===== src/rtl/bin_to_bcd.sv =====
// Sequential binary-to-BCD converter (double dabble), one input bit per clock.
// Captures bin on a rising edge of start and reports packed BCD plus significant-digit count.
module bin_to_bcd #(
    parameter int WIDTH  = 32,
    parameter int DIGITS = 10
) (
    input  logic                  clk,
    input  logic                  rst,
    input  logic                  start,
    input  logic [WIDTH-1:0]      bin,
    output logic                  busy,
    output logic                  done,
    output logic [4*DIGITS-1:0]   bcd,
    output logic [3:0]            ndigits
);

    localparam int SW = 4 * DIGITS;
    localparam int TW = SW + WIDTH;
    localparam int CW = $clog2(WIDTH + 1);

    typedef enum logic [0:0] {
        IDLE  = 1'b0,
        SHIFT = 1'b1
    } state_t;

    // Add 3 to every BCD digit that is 5 or more, so the following shift carries correctly.
    function automatic logic [SW-1:0] add3(input logic [SW-1:0] s);
        logic [SW-1:0] r;
        r = '0;
        for (int i = 0; i < DIGITS; i++) begin
            if (s[4*i +: 4] >= 4'd5) begin
                r[4*i +: 4] = s[4*i +: 4] + 4'd3;
            end else begin
                r[4*i +: 4] = s[4*i +: 4];
            end
        end
        return r;
    endfunction

    // Position of the most significant nonzero digit plus one; a zero value still shows one digit.
    function automatic logic [3:0] sig_digits(input logic [SW-1:0] s);
        logic [3:0] n;
        n = 4'd1;
        for (int i = 0; i < DIGITS; i++) begin
            if (s[4*i +: 4] != 4'd0) begin
                n = 4'(i + 1);
            end else begin
                n = n;
            end
        end
        return n;
    endfunction

    state_t          state_r;
    logic            start_q;
    logic [TW-1:0]   work_r;
    logic [CW-1:0]   cnt_r;

    logic            req_s;
    logic [TW-1:0]   corrected_s;
    logic [TW-1:0]   next_work_s;

    // Edge detect and one dabble step: scratch digits sit above the binary shift register.
    always_comb begin
        req_s       = start & ~start_q;
        corrected_s = {add3(work_r[TW-1:WIDTH]), work_r[WIDTH-1:0]};
        next_work_s = corrected_s << 1;
    end

    // Conversion FSM with registered outputs.
    always_ff @(posedge clk or posedge rst) begin
        if (rst) begin
            state_r <= IDLE;
            start_q <= 1'b0;
            work_r  <= '0;
            cnt_r   <= '0;
            busy    <= 1'b0;
            done    <= 1'b0;
            bcd     <= '0;
            ndigits <= 4'd1;
        end else begin
            start_q <= start;
            done    <= 1'b0;
            case (state_r)
                IDLE: begin
                    if (req_s) begin
                        work_r  <= {{SW{1'b0}}, bin};
                        cnt_r   <= CW'(WIDTH);
                        busy    <= 1'b1;
                        state_r <= SHIFT;
                    end else begin
                        state_r <= IDLE;
                    end
                end
                SHIFT: begin
                    work_r <= next_work_s;
                    cnt_r  <= cnt_r - CW'(1);
                    // Final shift: publish the finished scratch value on this same edge.
                    if (cnt_r == CW'(1)) begin
                        state_r <= IDLE;
                        busy    <= 1'b0;
                        done    <= 1'b1;
                        bcd     <= next_work_s[TW-1:WIDTH];
                        ndigits <= sig_digits(next_work_s[TW-1:WIDTH]);
                    end else begin
                        state_r <= SHIFT;
                    end
                end
                default: begin
                    state_r <= IDLE;
                    busy    <= 1'b0;
                end
            endcase
        end
    end

endmodule


===== config.mk =====
export PLATFORM = sky130hd
export DESIGN_NAME = bin_to_bcd
export DESIGN_NICKNAME = d
export VERILOG_FILES = /design/src/rtl/bin_to_bcd.sv
export SDC_FILE = /design/constraint.sdc
export NUM_CORES = 1
export LEC_CHECK = 0
export CORE_MARGIN = 3
export CORE_UTILIZATION = 48
export DETAILED_ROUTE_END_ITERATION = 8
export HOLD_SLACK_MARGIN = 0.05
export PLACE_DENSITY = 0.68
export SYNTH_ARGS = -nofsm -noshare
export SYNTH_HDL_FRONTEND = slang
export SYNTH_SLANG_ARGS = --single-unit

===== constraint.sdc =====
create_clock -name clk -period 5.85 [get_ports clk]
set_input_delay 0.8775 -clock clk [delete_from_list [all_inputs] [get_ports clk]]
set_output_delay 0.8775 -clock clk [all_outputs]
set_load 0.01 [all_outputs]

==> impl_results.md, run 1 <==
* CP max-delay cell: nand3_2
* Post-synthesis cell area at 0.006252 sq mm
* Clock buffer count from CTS at 17
* Psw at 0.001730 W
* Crit path cell chain: nor4_1, nand3_2, inv_2, nand2_2, nor4_4, inv_1, o22ai_1, a21oi_1
* Nets at 784
* H-tree levels at 4
* Max Slew Vio Count at 0
* Flop pwr share at 34.3%
* Max Clock Skew at 0.01004 ns
* Drt pass-1 iters at 6
* Area growth syn-to-layout at 24.77%
* Slew of the pin with the lowest slew margin at 1.033 ns
* Max IR drop VDD at 0.2156 mV
* Slew headroom at 31.02%
* Synth Instances at 656
* Syn avg cell area at 9.531 sq um
* Pwr/cell area at 587.2 mW/mm^2
* GPL Wtd Cong at 0.8055
* Crit path kind: flip-flop to flip-flop
* Yosys reg bits at 126
* Reg2Reg Depth at 8
* Async SR Flop Fraction at 100.0%
* Initial Utilization at 49.34%
* GRT overflow at 0
* Port bufs at 80
* # Post-CTS Setup Buffers at 0
* DP Worst Slack at 2.511 ns
* Drt drc at 0
* P_leak at 3.651 nW
* Hold WS at 0.4702 ns
* Via density at 5.296
* Critical path required time at 6.14 ns
* Placed standard-cell area at 0.007193 sq mm
* Ports at 81
* Antenna viol nets, final at 0
* Hold path depth at 2
* Skew-Pair Late Insertion Delay at 0.42 ns
* CTS tree: done
* DIE AREA at 0.01443 sq mm
* Post-synthesis net count at 713
* Final min period at 3.308 ns
* Share of cells above drive strength 1 at 7.162%
* Worst hold path class: flip-flop to flip-flop
* Clock share of power at 23.2%
* DIE WIDTH at 120.1 um
* CTS max path bufs at 2
* Routed WL at 13.38 mm
* Per-cell routed wire length at 14.67 um
* CTS Hold Buffers Added at 0
* Max Cap Viol at 0
* Combinational power share at 42.5%
* Final core utilization at 61.57%
* Post-DP HPWL at 9.022 mm
* Design area at 0.007801 sq mm
* Register area share after synthesis at 50.45%
* Clock Pin Slew Worst Setup and Hold Paths at 0.05 ns
* Arrival time at the worst endpoint at 3.59 ns
* Largest net degree at the start of global routing at 97
* Site Rows at 41
* Worst Path Max Fanout at 58
* Tcrit/Tclk final at 56.54%
* CTS root buf: clkbuf_16
* Highest clock rate at 302.3 MHz
* Ys flop type: dfrtp_1
* Final setup margin at 2.542 ns
* ANT cells at 0
* Post-synth EDFFs at 0
* Total core area at 0.01267 sq mm
* P_int at 0.002850 W
* Critical path startpoint category: flip-flop
* Global-route wire length before repair at 22.85 mm
* WP buf/inv at 2
* Peak per-stage delay on the critical path at 0.85 ns
* Num Clock Sinks at 126
* Fin. Hold Viols at 0
* Setup_tns at 0 ns
* Warnings from Yosys at 0
* CP Capture Type: flip-flop
* Critical path's top delay family: simple AND/OR/NAND/NOR gates
* Vias in the first global route at 4769
* DR iter-0 viols at 325
* Total Routing Usage GR at 19.90%
* Initial antenna violation count at 0
* Via count at 4830
* Worst R2R Setup Slack at 2.54 ns
* Die Y at 120.1 um
* CP Depth at 8
* Count of final setup violators at 0
* RSZ-0062 raised after global routing: no
* Synth cell types at 44
* Status: complete, no violations
* Switching share of power at 37.77%
* CTS resizes at 0
==> sequential cells by signal, indices dropped and copies added, names as in the netlist <==
register  count
bcd          40
state_r       1
done          1
work_r       72
start_q       1
ndigits       4
cnt_r         6
busy          1
==> cells by family after synthesis <==
kind of cell,after synthesis,synth area share (%)
XOR/XNOR,12,1.681
flip-flops,126,50.45
adder cells (fa/ha/maj),22,4.403
AND/OR/NAND/NOR,234,17.13
AO/OA/AOI/OAI,144,13.23
buffers and inverters,60,3.722
multiplexers,58,9.386
==> routing by layer <==
layer	track usage, %	part of all wire, %
met1	26.42	46
met2	31.19	47
met3	6.173	5.8
met4	6.586	1.4
met5	0	0
==> metrics by stage <==
stage	std cells	power, W
2_1_floorplan	656	0.002869
3_3_place_gp	880	0.003427
3_5_place_dp	880	0.003529
4_1_cts	912	0.004618
5_1_grt	912	0.004972
6_report	912	0.004581
==> final timing paths <==
kind | from | end
worst max-delay path | cnt_r[2] | ndigits[1]
worst min-delay path | bcd[37] | bcd[37]
worst max register to register | cnt_r[2] | ndigits[1]
worst min register to register | bcd[37] | bcd[37]
max in group asynchronous | rst | cnt_r[5]
min in group asynchronous | rst | bcd[9]
==> synth_stat cells, drive strengths merged, types with 8 or more instances <==
cell type  instances  share of area, %
a21o               8              0.96
buf               10              0.72
o21ai             83               6.6
a21oi             24               2.1
nor2              15              0.90
inv               27               1.6
nand2b            14               1.4
o31ai             10               1.2
xnor2             11               1.5
clkbuf            23               1.4
dfrtp            125                50
mux2i             53               8.5
ha                22               4.4
nand2            161               9.7
nor3b             15               1.8
==> cells in the final DEF (no fill, tap or decap), types with 2 or more instances in the layout <==
master           instances
nand2_1                160
dfrtp_1                124
o21ai_0                 80
clkdlybuf4s50_1         80
mux2i_1                 53
inv_1                   25
ha_1                    22
a21oi_1                 21
clkbuf_16               17
nor2_1                  15
nor3b_1                 15
nand2b_1                14
xnor2_1                 11
o31ai_1                 10
a21o_1                   8
a31oi_1                  7
clkbuf_8                 7
nand3_1                  6
mux2_2                   5
buf_4                    5
nor3_1                   4
o21ai_1                  3
a21oi_2                  3
and2_1                   3
a32o_1                   3
nand3b_1                 3
clkbuf_1                 3
clkinv_2                 3
a22o_1                   2
and3_1                   2
nor4_2                   2
a21boi_1                 2
o21a_1                   2
bufinv_16                2
==> worst register-to-register path, cell delays in order (launching register included) <==
cell and delay [ns]:
dfrtp_1 0.43, nor4_1 0.41, nand3_2 0.85, inv_2 0.81, nand2_2 0.15, nor4_4 0.26, inv_1 0.08, o22ai_1 0.13
a21oi_1 0.06
==> power groups by stage <==
| stage | Combinational (W) | Sequential [W] | Clock (W) |
|---|---|---|---|
| 3_3_place_gp | 0.00187 | 0.00156 | 0 |
| 3_5_place_dp | 0.00195 | 0.00158 | 0 |
| 6_report | 0.00195 | 0.00157 | 0.00106 |
| 4_1_cts | 0.00196 | 0.00157 | 0.00108 |
| 5_1_grt | 0.00221 | 0.00163 | 0.00113 |
| 2_1_floorplan | 0.00133 | 0.00154 | 0 |
==> layout make-up <==
| type | count | area, sq um |
|---|---|---|
| Clock inverter | 5 | 75.07 |
| Inverter | 27 | 103.9 |
| Multi-Input combinational cell | 470 | 2878 |
| Sequential cell | 126 | 3158 |
| Fill cell | 1110 | 4870 |
| Timing Repair Buffer | 85 | 838.3 |
| Tap cell | 172 | 215.2 |
| Clock buffer | 27 | 533.0 |
No activity file was read; power rests on OpenSTA's default activity.
==> run 2, diff against run 1 <==
- PLACE_DENSITY: 0.68 -> 0.71
- clock period: 5.85 -> 3 ns (I/O delays scaled with it)
==> impl_results.md, run 2 (synthesis results as in run 1) <==
* Antenna viol nets, final at 0 (unchanged)
* Final min period at 2.196 ns (was 3.308 ns)
* Most common cell after layout, fill and taps aside: nand2_1 (unchanged)
* Routed WL at 13.95 mm (was 13.38 mm)
* Largest registers: work_r: 72 flops, bcd: 40 flops, cnt_r: 6 flops (unchanged)
* Via count at 4908 (was 4830)
* GPL Wtd Cong at 0.8190 (was 0.8055)
* Max Clock Skew at 0.01120 ns (was 0.01004 ns)
* Tcrit/Tclk final at 73.22% (was 56.54%)
* # Post-CTS Setup Buffers at 0 (unchanged)
* Clock Pin Slew Worst Setup and Hold Paths at 0.05 ns (about the same)
* Status: complete, no violations (unchanged)
* Peak per-stage delay on the critical path at 0.41 ns (was 0.85 ns)
* Worst R2R Setup Slack at 0.80 ns (was 2.54 ns)
* CTS max path bufs at 2 (unchanged)
* DIE WIDTH at 120.1 um (unchanged)
* Total core area at 0.01267 sq mm (unchanged)
* P_leak at 3.667 nW (was 3.651 nW)
* Slew headroom at 25.08% (was 31.02%)
* Crit path cell chain: inv_1, ha_1, nand2b_1, a21oi_1, mux2_2, and4_1, and2_1, a21boi_1, o21ai_1 (was nor4_1, nand3_2, inv_2, nand2_2, nor4_4, inv_1, o22ai_1, a21oi_1)
* Placed standard-cell area at 0.007257 sq mm (was 0.007193 sq mm)
* Skew-Pair Late Insertion Delay at 0.42 ns (about the same)
* Clock buffer count from CTS at 17 (unchanged)
* CTS tree: done (unchanged)
* Area growth syn-to-layout at 25.26% (was 24.77%)
* Most frequent cells in the layout: nand2_1, dfrtp_1, o21ai_0, clkdlybuf4s50_1, mux2i_1 (unchanged)
* Setup_tns at 0 ns (unchanged)
* Worst Path Max Fanout at 4 (was 58)
* Drt pass-1 iters at 6 (unchanged)
* Arrival time at the worst endpoint at 2.54 ns (was 3.59 ns)
* Hold path depth at 1 (was 2)
* Crit path kind: flip-flop to flip-flop (unchanged)
* Post-DP HPWL at 9.494 mm (was 9.022 mm)
* DR iter-0 viols at 364 (was 325)
* Total Routing Usage GR at 20.26% (was 19.90%)
* CP Depth at 9 (was 8)
* DIE AREA at 0.01443 sq mm (unchanged)
* Critical path required time at 3.34 ns (was 6.14 ns)
* CP max-delay cell: dfrtp_1 (was nand3_2)
* Worst hold path class: flip-flop to flip-flop (unchanged)
* Share of cells above drive strength 1 at 7.785% (was 7.162%)
* GRT overflow at 0 (unchanged)
* Worst r2r src: work_r[44] (was cnt_r[2])
* Design area at 0.007831 sq mm (was 0.007801 sq mm)
* Global-route wire length before repair at 23.28 mm (was 22.85 mm)
* Critical path startpoint category: flip-flop (unchanged)
* Site Rows at 41 (unchanged)
* Drt drc at 0 (unchanged)
* Largest register FFs at 72 (unchanged)
* Reg2Reg Depth at 9 (was 8)
* Hold Startpoint: busy (was bcd[37])
* Nets at 789 (was 784)
* WP buf/inv at 1 (was 2)
* Count of final setup violators at 0 (unchanged)
* Port bufs at 80 (unchanged)
* ANT cells at 0 (unchanged)
* Via density at 5.352 (was 5.296)
* Initial Utilization at 49.34% (unchanged)
* Biggest register: work_r (unchanged)
* CP Capture Type: flip-flop (unchanged)
* Crit path launch: work_r[44] (was cnt_r[2])
* Slew of the pin with the lowest slew margin at 1.120 ns (was 1.033 ns)
* Max Slew Vio Count at 0 (unchanged)
* Initial antenna violation count at 0 (unchanged)
* H-tree levels at 4 (unchanged)
* CTS root buf: clkbuf_16 (unchanged)
* Highest clock rate at 455.3 MHz (was 302.3 MHz)
* Die Y at 120.1 um (unchanged)
* Num Clock Sinks at 126 (unchanged)
* RSZ-0062 raised after global routing: no (unchanged)
* Max IR drop VDD at 0.4247 mV (was 0.2156 mV)
* Largest net degree at the start of global routing at 61 (was 97)
* CTS Hold Buffers Added at 0 (unchanged)
* Critical path's top delay family: compound AO/OA/AOI/OAI gates (was simple AND/OR/NAND/NOR gates)
* CTS resizes at 0 (unchanged)
* Ports at 81 (unchanged)
* Per-cell routed wire length at 15.21 um (was 14.67 um)
* Post-route total power at 0.008864 W (was 0.004581 W)
* Max Cap Viol at 0 (unchanged)
* Fin. Hold Viols at 0 (unchanged)
* Pwr/cell area at 1132 mW/mm^2 (was 587.2 mW/mm^2)
* Vias in the first global route at 4785 (was 4769)
* Hold WS at 0.4744 ns (was 0.4702 ns)
[run 2: per-stage QoR]
| step | setup slack, ns | util, % | std cells |
|---|---|---|---|
| global placement | 0.6798 | 57.27 | 885 |
| floorplan | 0.9975 | - | 656 |
| global route | 0.6321 | 61.81 | 917 |
| finish | 0.8035 | 61.81 | 917 |
| CTS | 0.7988 | 61.81 | 917 |
| detailed placement | 0.6794 | 57.27 | 885 |
[run 2: layout make-up]
type | instances | area [sq um]
clock buffers | 26 | 519.2
fillers | 1105 | 4840
repair buffers | 90 | 900.9
well taps | 172 | 215.2
multi-input cells | 470 | 2878
flip-flops and latches | 126 | 3158
inverters | 27 | 105.1
clock inverters | 6 | 55.05
[run 2: power by group]
part / internal [W] / switching, W / leakage, nW
Combinational: 0.00178 / 0.00203 / 1.76
Sequential: 0.00244 / 0.000651 / 1.61
Clock: 0.00126 / 0.000711 / 0.290
Total: 0.00547 / 0.00339 / 3.67
[run 2: worst paths after layout]
| kind | to |
|---|---|
| setup / recovery | ndigits[0] |
| hold / removal | busy |
| setup reg to reg | ndigits[0] |
| hold reg to reg | busy |
| max in group asynchronous | state_r |
| min in group asynchronous | work_r[21] |
[run 2: worst reg2reg max path: cells and delay by family (launching register included)]
| family | cells | cell delay [ns] |
|---|---|---|
| buffers and inverters | 1 | 0.11 |
| flip-flops | 1 | 0.41 |
| AO/OA/AOI/OAI | 3 | 0.56 |
| AND/OR/NAND/NOR | 3 | 0.47 |
| adder cells (fa/ha/maj) | 1 | 0.19 |
| multiplexers | 1 | 0.38 |
[run 2: routing by layer]
layer  up-vias  track usage (%)  part of all wire (%)
met4         0            8.661                   2.2
met5         -                0                     0
li1       2386                -                     -
met3        24            5.467                   5.4
met1      2382            26.46                    44
met2       116            31.89                    48
